`config.mk`:
```
export PLATFORM = sky130hd
export DESIGN_NAME = led_status_sched
export DESIGN_NICKNAME = d
export VERILOG_FILES = /design/src/rtl/led_status_pkg.sv /design/src/rtl/led_tick_gen.sv /design/src/rtl/led_status_sched.sv
export SDC_FILE = /design/constraint.sdc
export NUM_CORES = 1
export LEC_CHECK = 0
export BUFFER_PORTS_ARGS = -buffer_cell sky130_fd_sc_hd__buf_2
export CAP_MARGIN = 20
export CORE_AREA = 4 4 75 77
export DETAILED_ROUTE_END_ITERATION = 7
export DIE_AREA = 0 0 79 81
export MAX_ROUTING_LAYER = met4
export SLEW_MARGIN = 10
export SYNTH_ARGS = -nofsm -noshare
export SYNTH_HDL_FRONTEND = slang
export SYNTH_SLANG_ARGS = --single-unit
```
`constraint.sdc`:
```
create_clock -name clk -period 4.36 [get_ports clk]
set_input_delay 0.436 -clock clk [delete_from_list [all_inputs] [get_ports clk]]
set_output_delay 0.436 -clock clk [all_outputs]
set_load 0.1 [all_outputs]
```
`src/rtl/led_status_pkg.sv`:
```
// Shared types and sizing helpers for the front-panel status-LED scheduler.
package led_status_pkg;

    typedef enum logic [1:0] {
        IDLE,
        ON,
        OFF,
        GAP
    } led_state_t;

    localparam int ID_W = 3;
    localparam int BL_W = 4;

    // Counter width able to hold 0..n-1, never narrower than one bit.
    function automatic int cnt_width(input int n);
        return (n > 1) ? $clog2(n) : 1;
    endfunction

    function automatic int max4(input int a, input int b, input int c, input int d);
        int m;
        m = a;
        if (b > m) m = b;
        if (c > m) m = c;
        if (d > m) m = d;
        return m;
    endfunction

endpackage

```
`src/rtl/led_tick_gen.sv`:
```
// Free-running prescaler: one-cycle tick every TICK_DIV clocks, independent of the FSM.
module led_tick_gen
    import led_status_pkg::*;
#(
    parameter int TICK_DIV = 10000
) (
    input  logic clk,
    input  logic rst_n,
    output logic tick
);

    localparam int CW = cnt_width(TICK_DIV);
    localparam logic [CW-1:0] LAST = CW'(TICK_DIV - 1);

    logic [CW-1:0] cnt;

    // NOTE: sequential state uses non-blocking assignments so every register samples pre-edge values.
    always_ff @(posedge clk or negedge rst_n) begin
        if (!rst_n)           cnt <= '0;
        else if (cnt == LAST) cnt <= '0;
        else                  cnt <= cnt + CW'(1);
    end

    assign tick = (cnt == LAST);

endmodule

```
`src/rtl/led_status_sched.sv`:
```
// Shares one status LED among NREQ requesters with identity-encoding blink bursts.
// Optional idle heartbeat: define LED_STATUS_SCHED_HEARTBEAT_EN.
module led_status_sched
    import led_status_pkg::*;
#(
    parameter int NREQ      = 4,
    parameter int TICK_DIV  = 10000,
    parameter int ON_TICKS  = 200,
    parameter int OFF_TICKS = 200,
    parameter int GAP_TICKS = 1000,
    parameter int HB_TICKS  = 500
) (
    input  logic             clk,
    input  logic             rst_n,
    input  logic [NREQ-1:0]  req,
    output logic [NREQ-1:0]  ack,
    output logic             led,
    output logic             busy,
    output logic [ID_W-1:0]  active_id
);

    localparam int PH_W = cnt_width(max4(ON_TICKS, OFF_TICKS, GAP_TICKS, HB_TICKS));
    localparam logic [PH_W-1:0] ON_LAST  = PH_W'(ON_TICKS - 1);
    localparam logic [PH_W-1:0] OFF_LAST = PH_W'(OFF_TICKS - 1);
    localparam logic [PH_W-1:0] GAP_LAST = PH_W'(GAP_TICKS - 1);

    led_state_t       state;
    logic [PH_W-1:0]  ph;
    logic [BL_W-1:0]  blinks_left;
    logic [ID_W-1:0]  grant_id;
    logic             tick;

`ifdef LED_STATUS_SCHED_HEARTBEAT_EN
    localparam logic [PH_W-1:0] HB_LAST = PH_W'(HB_TICKS - 1);
    logic [PH_W-1:0]  hb_cnt;
`endif

    led_tick_gen #(.TICK_DIV(TICK_DIV)) u_tick (
        .clk   (clk),
        .rst_n (rst_n),
        .tick  (tick)
    );

    // Fixed priority: scanning downward lets the lowest set index win.
    // NOTE: the default before the loop keeps this combinational block latch-free.
    always_comb begin
        grant_id = '0;
        for (int i = NREQ - 1; i >= 0; i--) begin
            if (req[i]) grant_id = ID_W'(i);
        end
    end

    always_ff @(posedge clk or negedge rst_n) begin
        if (!rst_n) begin
            state       <= IDLE;
            ph          <= '0;
            blinks_left <= '0;
            led         <= 1'b0;
            busy        <= 1'b0;
            ack         <= '0;
            active_id   <= '0;
`ifdef LED_STATUS_SCHED_HEARTBEAT_EN
            hb_cnt      <= '0;
`endif
        end else begin
            ack <= '0;
            case (state)
                IDLE: begin
                    if (tick) begin
                        if (|req) begin
                            active_id   <= grant_id;
                            blinks_left <= BL_W'(grant_id) + BL_W'(1);
                            ph          <= '0;
                            led         <= 1'b1;
                            busy        <= 1'b1;
                            state       <= ON;
`ifdef LED_STATUS_SCHED_HEARTBEAT_EN
                            hb_cnt      <= '0;
                        end else if (hb_cnt == HB_LAST) begin
                            hb_cnt <= '0;
                            led    <= ~led;
                        end else begin
                            hb_cnt <= hb_cnt + PH_W'(1);
`endif
                        end
                    end
                end
                ON: begin
                    if (tick) begin
                        if (ph == ON_LAST) begin
                            ph          <= '0;
                            blinks_left <= blinks_left - BL_W'(1);
                            led         <= 1'b0;
                            state       <= (blinks_left == BL_W'(1)) ? GAP : OFF;
                        end else begin
                            ph <= ph + PH_W'(1);
                        end
                    end
                end
                OFF: begin
                    if (tick) begin
                        if (ph == OFF_LAST) begin
                            ph    <= '0;
                            led   <= 1'b1;
                            state <= ON;
                        end else begin
                            ph <= ph + PH_W'(1);
                        end
                    end
                end
                GAP: begin
                    if (tick) begin
                        if (ph == GAP_LAST) begin
                            ph    <= '0;
                            busy  <= 1'b0;
                            state <= IDLE;
                            for (int i = 0; i < NREQ; i++) begin
                                ack[i] <= (active_id == ID_W'(i));
                            end
                        end else begin
                            ph <= ph + PH_W'(1);
                        end
                    end
                end
                default: state <= IDLE;
            endcase
        end
    end

endmodule

```
==> results of run 1 <==
critical path, cell delays in order (launching register included):
cell      delay [ns]
dfrtp_1         0.39
ha_1            0.21
and4bb_1        0.25
nand4_1         0.27
a32oi_1         0.81
nor2_4          0.15
a221o_1         0.33
power breakdown:
part	leakage, nW	total, mW	switching [mW]	internal, mW
clock	0.0472	0.252	0.125	0.127
sequential	0.501	0.352	0	0.352
combinational	0.538	0.0182	0.0151	0.00314
final timing paths:
check | slack, ns | start | depth (start not counted) | to
worst max-delay path | 1.82 | ph[0] | 6 | ph[4]
worst min-delay path | 0.25 | rst_n | 1 | u_tick.cnt[5]
worst max register to register | 1.82 | ph[0] | 6 | ph[4]
worst min register to register | 0.46 | u_tick.cnt[0] | 1 | u_tick.cnt[0]
max in group asynchronous | 3.58 | rst_n | 1 | ph[8]
min in group clk | 0.46 | u_tick.cnt[0] | 1 | u_tick.cnt[0]
registers in the layout, indices dropped and copies added (netlist names):
| register | count |
|---|---|
| blinks_left | 4 |
| u_tick.cnt | 14 |
| led | 1 |
| ack | 4 |
| ph | 10 |
| busy | 1 |
| state | 2 |
| active_id | 2 |
metal layers:
metal	GRT usage (%)	vias to the layer above	wire (um)
met5	-	-	0
met4	6.19	0	60
met3	3.33	5	117
met2	22.5	23	1820
met1	20.1	794	2220
li1	-	836	-
layout make-up:
cell class / count / area [um^2]
repair buffers: 14 / 72.6
inverters: 9 / 33.8
fillers: 512 / 2650
clock buffers: 6 / 82.6
multi-input cells: 167 / 1120
flip-flops and latches: 38 / 951
clock inverters: 2 / 12.5
well taps: 70 / 87.6
placed cells by master (no fill, tap or decap), types with 2 or more instances in the layout:
master | synthesis | final
clkbuf_8 | 0 | 6
nand3_1 | 9 | 9
dfrtp_1 | 38 | 38
inv_1 | 9 | 9
xnor2_1 | 6 | 6
xor2_1 | 5 | 5
mux2_4 | 2 | 2
nor2_1 | 27 | 27
mux2i_1 | 2 | 2
nand2_1 | 20 | 20
nor2b_1 | 2 | 2
or3_1 | 2 | 2
nor3b_1 | 3 | 3
nand4_1 | 10 | 10
and3_1 | 3 | 3
a21oi_1 | 10 | 10
mux2_2 | 2 | 2
o21ai_0 | 6 | 6
buf_2 | 2 | 13
and4_1 | 3 | 3
nor4_1 | 2 | 2
nor2_4 | 2 | 2
a31oi_1 | 3 | 3
a221o_1 | 7 | 7
ha_1 | 10 | 10
nor3_1 | 5 | 5
a22o_1 | 2 | 2
o22ai_1 | 2 | 2
o21ai_1 | 2 | 2
cells by family after synthesis:
| logic type | synth area share (%) |
|---|---|
| AOI/OAI and AO/OA | 12.9 |
| xor gates and xnor gates | 4.48 |
| adders and majority gates | 5.81 |
| buffers and inverters | 3.60 |
| DFF | 44.2 |
| muxes | 3.37 |
| other | 0.174 |
| and+or+nand+nor | 25.5 |
==> impl_metrics.yaml, run 1 <==
run:
  drv_cap: 0
placement:
  pre_cts_ws_ns: 1.80
  place_area_um2: 2270
  gp_congestion: 0.805
  place_inst: 298
  dpl.hpwl_mm: 2.94
  portBuffers: 13
final_layout:
  stdcell_count: 306
  drive_above_1_share_pct: 14.4
  stdcell_area_um2: 2360
  antenna_cells: 0
  fin_util_pct: 47.2
  syn_to_final_growth_pct: 9.83
  nets: 251
logic_synthesis:
  syn_avg_cell_area_um2: 9.65
  syn_area_um2: 2150
  synthTopCellsByArea: "dfrtp_1, ha_1, nor2_1"
  synth_ff_type: "dfrtp_1"
  yosysTopAreaCellShare_pct: 44.2
  synth-edff-count: 0
  ys_seq_area_share_pct: 44.2
  synthTopCellsByCount: "dfrtp_1, nor2_1, nand2_1"
  synth_async_sr_flop_share_pct: 100
  syn_inst: 223
  ys_types: 50
  synth_seq_cells: 38
  yosys.cell_count.top_type: "dfrtp_1"
  synth.largest_area_cell: "dfrtp_1"
  synth_nets: 239
  synth_warnings: 0
sta:
  whs_ns: 0.247
  fmax_mhz: 394
  worst_slack_ns: 1.82
  drv_slew: 0
  max-slew-margin-rel_pct: 35.2
  finalSetupTns_ns: 0
  rsz0062_at_grt: "false"
  worstMarginPinSlew_ns: 0.972
  skew_ns: 0.00565
  hold_viol: 0
  setup_violations: 0
  min_period_ns: 2.54
  min_period_over_period_pct: 58.3
clocking:
  clkSlewWorstSetupHoldPaths_ns: 0.08
  cts_made_buffers: 5
  htree_levels: 2
  clockBufferDepth: 2
  cts_resized: 0
  cts_root_buf: "clkbuf_8"
  cts_tree: "done"
  hold_buffers: 0
  clk_latency_ns: 0.29
  post_cts_buffers: 0
  cts.sinks: 38
drt:
  wl_per_cell_um: 13.8
  wirelength_mm: 4.23
  ant_nets: 0
  drc: 0
  viasPerCell: 5.42
  drt_iter0_markers: 69
  vias: 1658
  dr.pass1.iters: 4
die:
  num_rows: 26
  start_util_pct: 43.0
  ios: 15
  die_area_um2: 6400
  die_y_um: 81
  die_w_um: 79
  core_um2: 5010
global_route:
  first_global_vias: 1572
  grt_pass1_wl_mm: 7.38
  grt_usage_pct: 15.1
  grt_max_degree: 39
  grt_overflow_total: 0
  antenna_found_initial: 0
setup_path:
  worstPathRequired_ns: 4.53
  critPathKind: "flip-flop to flip-flop"
  worst-path-max-fanout: 10
  cp-end-kind: "flip-flop"
  arrival_ns: 2.71
  start_kind: "flip-flop"
pwr:
  max-vdd-ir-drop_uv: 163
  power_mw: 0.622
  p_per_area_nw_per_um2: 263
  p_leak_nw: 1.09
worst_hold_path:
  holdCritPathClass: "input port to asynchronous set/reset pin"
run_status:
  status: "complete, no violations"
No activity file was read; power rests on OpenSTA's default activity.
==> inputs of run 2 (changes only) <==
clock period = 2.3 ns   (was 4.36 ns; I/O delays follow)
==> run 2 against run 1 <==
Die area did not move; critical endpoint is now active_id[0]; hold slack got worse by 0.19 ns; first-iteration DRC count fell by 46%; power rose by 80%; via count rose by 3.7%; maximum frequency rose by 17%; final cell count rose by 4.2%; highest routed layer unchanged.
==> impl_metrics.yaml, run 2 (same netlist as run 1, synthesis figures left out) <==
run_status:
  status: "complete, no violations"
final_layout:
  regArea_um2: 951
  nets: 265
  top_regs: "u_tick.cnt (14), ph (10)"
  antenna_cells: 0
  mostFrequentLayoutCell: "dfrtp_1"
  fill_cells: 493
  syn_to_final_growth_pct: 15.1
  top_register: "u_tick.cnt"
  stdcell_area_um2: 2480
  largest_reg_flops: 14
  layout_common_cells: "dfrtp_1, nor2_1, nand2_1"
  drive_above_1_share_pct: 20.1
  multi_input_area_um2: 1150
sta:
  max-slew-margin-rel_pct: 43.4
  finalSetupTns_ns: 0
  drv_slew: 0
  min_period_over_period_pct: 94.6
  rsz0062_at_grt: "false"
  hold_viol: 0
  skew_ns: 0.00302
  min_period_ns: 2.18
  fmax_mhz: 460
  worstMarginPinSlew_ns: 0.849
  setup_violations: 0
clocking:
  clockBufferDepth: 2
  htree_levels: 2
  cts.sinks: 38
  cts_tree: "done"
  clk_latency_ns: 0.28
  cts_root_buf: "clkbuf_8"
  cts_made_buffers: 5
  clkSlewWorstSetupHoldPaths_ns: 0.07
  post_cts_buffers: 0
setup_path:
  arrival_ns: 2.34
  worst-path-max-fanout: 7
  start_kind: "flip-flop"
  crit_family: "simple AND/OR/NAND/NOR gates"
  worstReg2RegStart: "u_tick.cnt[7]"
  cp-end-kind: "flip-flop"
  worstPathRequired_ns: 2.47
  setup.worst_path.start: "u_tick.cnt[7]"
  path_buf_inv: 0
  crit_chain: "or4_4, or4_4, nor2_4, nand2_2, mux2_4"
  crit_top_cell: "or4_4"
  critPathKind: "flip-flop to flip-flop"
  slowest_delay_ns: 0.57
  cp_slowest_cell: "or4_4"
pwr:
  p_per_area_nw_per_um2: 453
  p_leak_nw: 1.18
  max-vdd-ir-drop_uv: 185
worst_hold_path:
  holdCritPathClass: "input port to asynchronous set/reset pin"
die:
  start_util_pct: 43.0
  die_w_um: 79
  die_area_um2: 6400
  ios: 15
  core_um2: 5010
  num_rows: 26
  die_y_um: 81
global_route:
  antenna_found_initial: 0
  grt_max_degree: 39
  grt_usage_pct: 15.8
  first_global_vias: 1680
  grt_overflow_total: 0
  grt_pass1_wl_mm: 7.74
placement:
  dpl.hpwl_mm: 3.17
  portBuffers: 13
  gp_congestion: 0.799
  place_area_um2: 2370
drt:
  viasPerCell: 5.39
  drt_iter0_markers: 37
  vias: 1719
  drc: 0
  wl_per_cell_um: 13.8
  dr.pass1.iters: 4
  wirelength_mm: 4.40
  ant_nets: 0
run:
  drv_cap: 0
==> run 2: where the power goes <==
part	switching (mW)	internal, mW	leakage [nW]	total (mW)
clock network	0.217	0.203	0.0438	0.420
registers	0	0.668	0.501	0.668
logic	0.0282	0.00604	0.634	0.0342
total	0.245	0.877	1.18	1.12
==> run 2: area by class of cell <==
type                            instances  area share [%]
Clock inverter                          2           0.404
Multi-Input combinational cell        167            46.3
Timing Repair Buffer                   28            7.18
Tap cell                               70            3.54
Sequential cell                        38            38.4
Inverter                                9            1.36
Clock buffer                            5            2.78
==> run 2: through the flow <==
step	hold slack [ns]	setup slack (ns)	instances	util (%)	total power, mW
after floorplan	-0.0656	0.126	223	-	0.695
after global placement	0.381	0.0698	312	47.4	0.716
after detailed placement	0.393	0.0426	312	47.4	0.717
after CTS	0.0765	0.0267	319	49.0	1.14
after global routing	0.121	0.00346	319	49.4	1.17
final	0.0525	0.124	319	49.4	1.12
==> run 2: path summary, 6_finish.rpt <==
kind                                  end  slack (ns)  cells past startpoint
min in group clk                 state[1]        0.43                      4
max reg2reg                  active_id[0]        0.12                      5
min                         u_tick.cnt[2]        0.05                      1
max in group asynchronous  blinks_left[2]        1.72                      1
max                          active_id[0]        0.12                      5
min reg2reg                 u_tick.cnt[0]        0.46                      1
==> run 2: metal layers <==
| layer | global-route usage [%] | routed length (um) |
|---|---|---|
| met2 | 23.7 | 2000 |
| met5 | - | 0 |
| met4 | 5.84 | 43 |
| met3 | 3.33 | 142 |
| met1 | 21.3 | 2220 |
==> run 2: what timing repair did <==
action,4_1_cts,5_1_grt
hold buffers,0,0
hold endpoints to repair,0,0
gates resized for setup,0,4
endpoints found under the setup margin,0,19
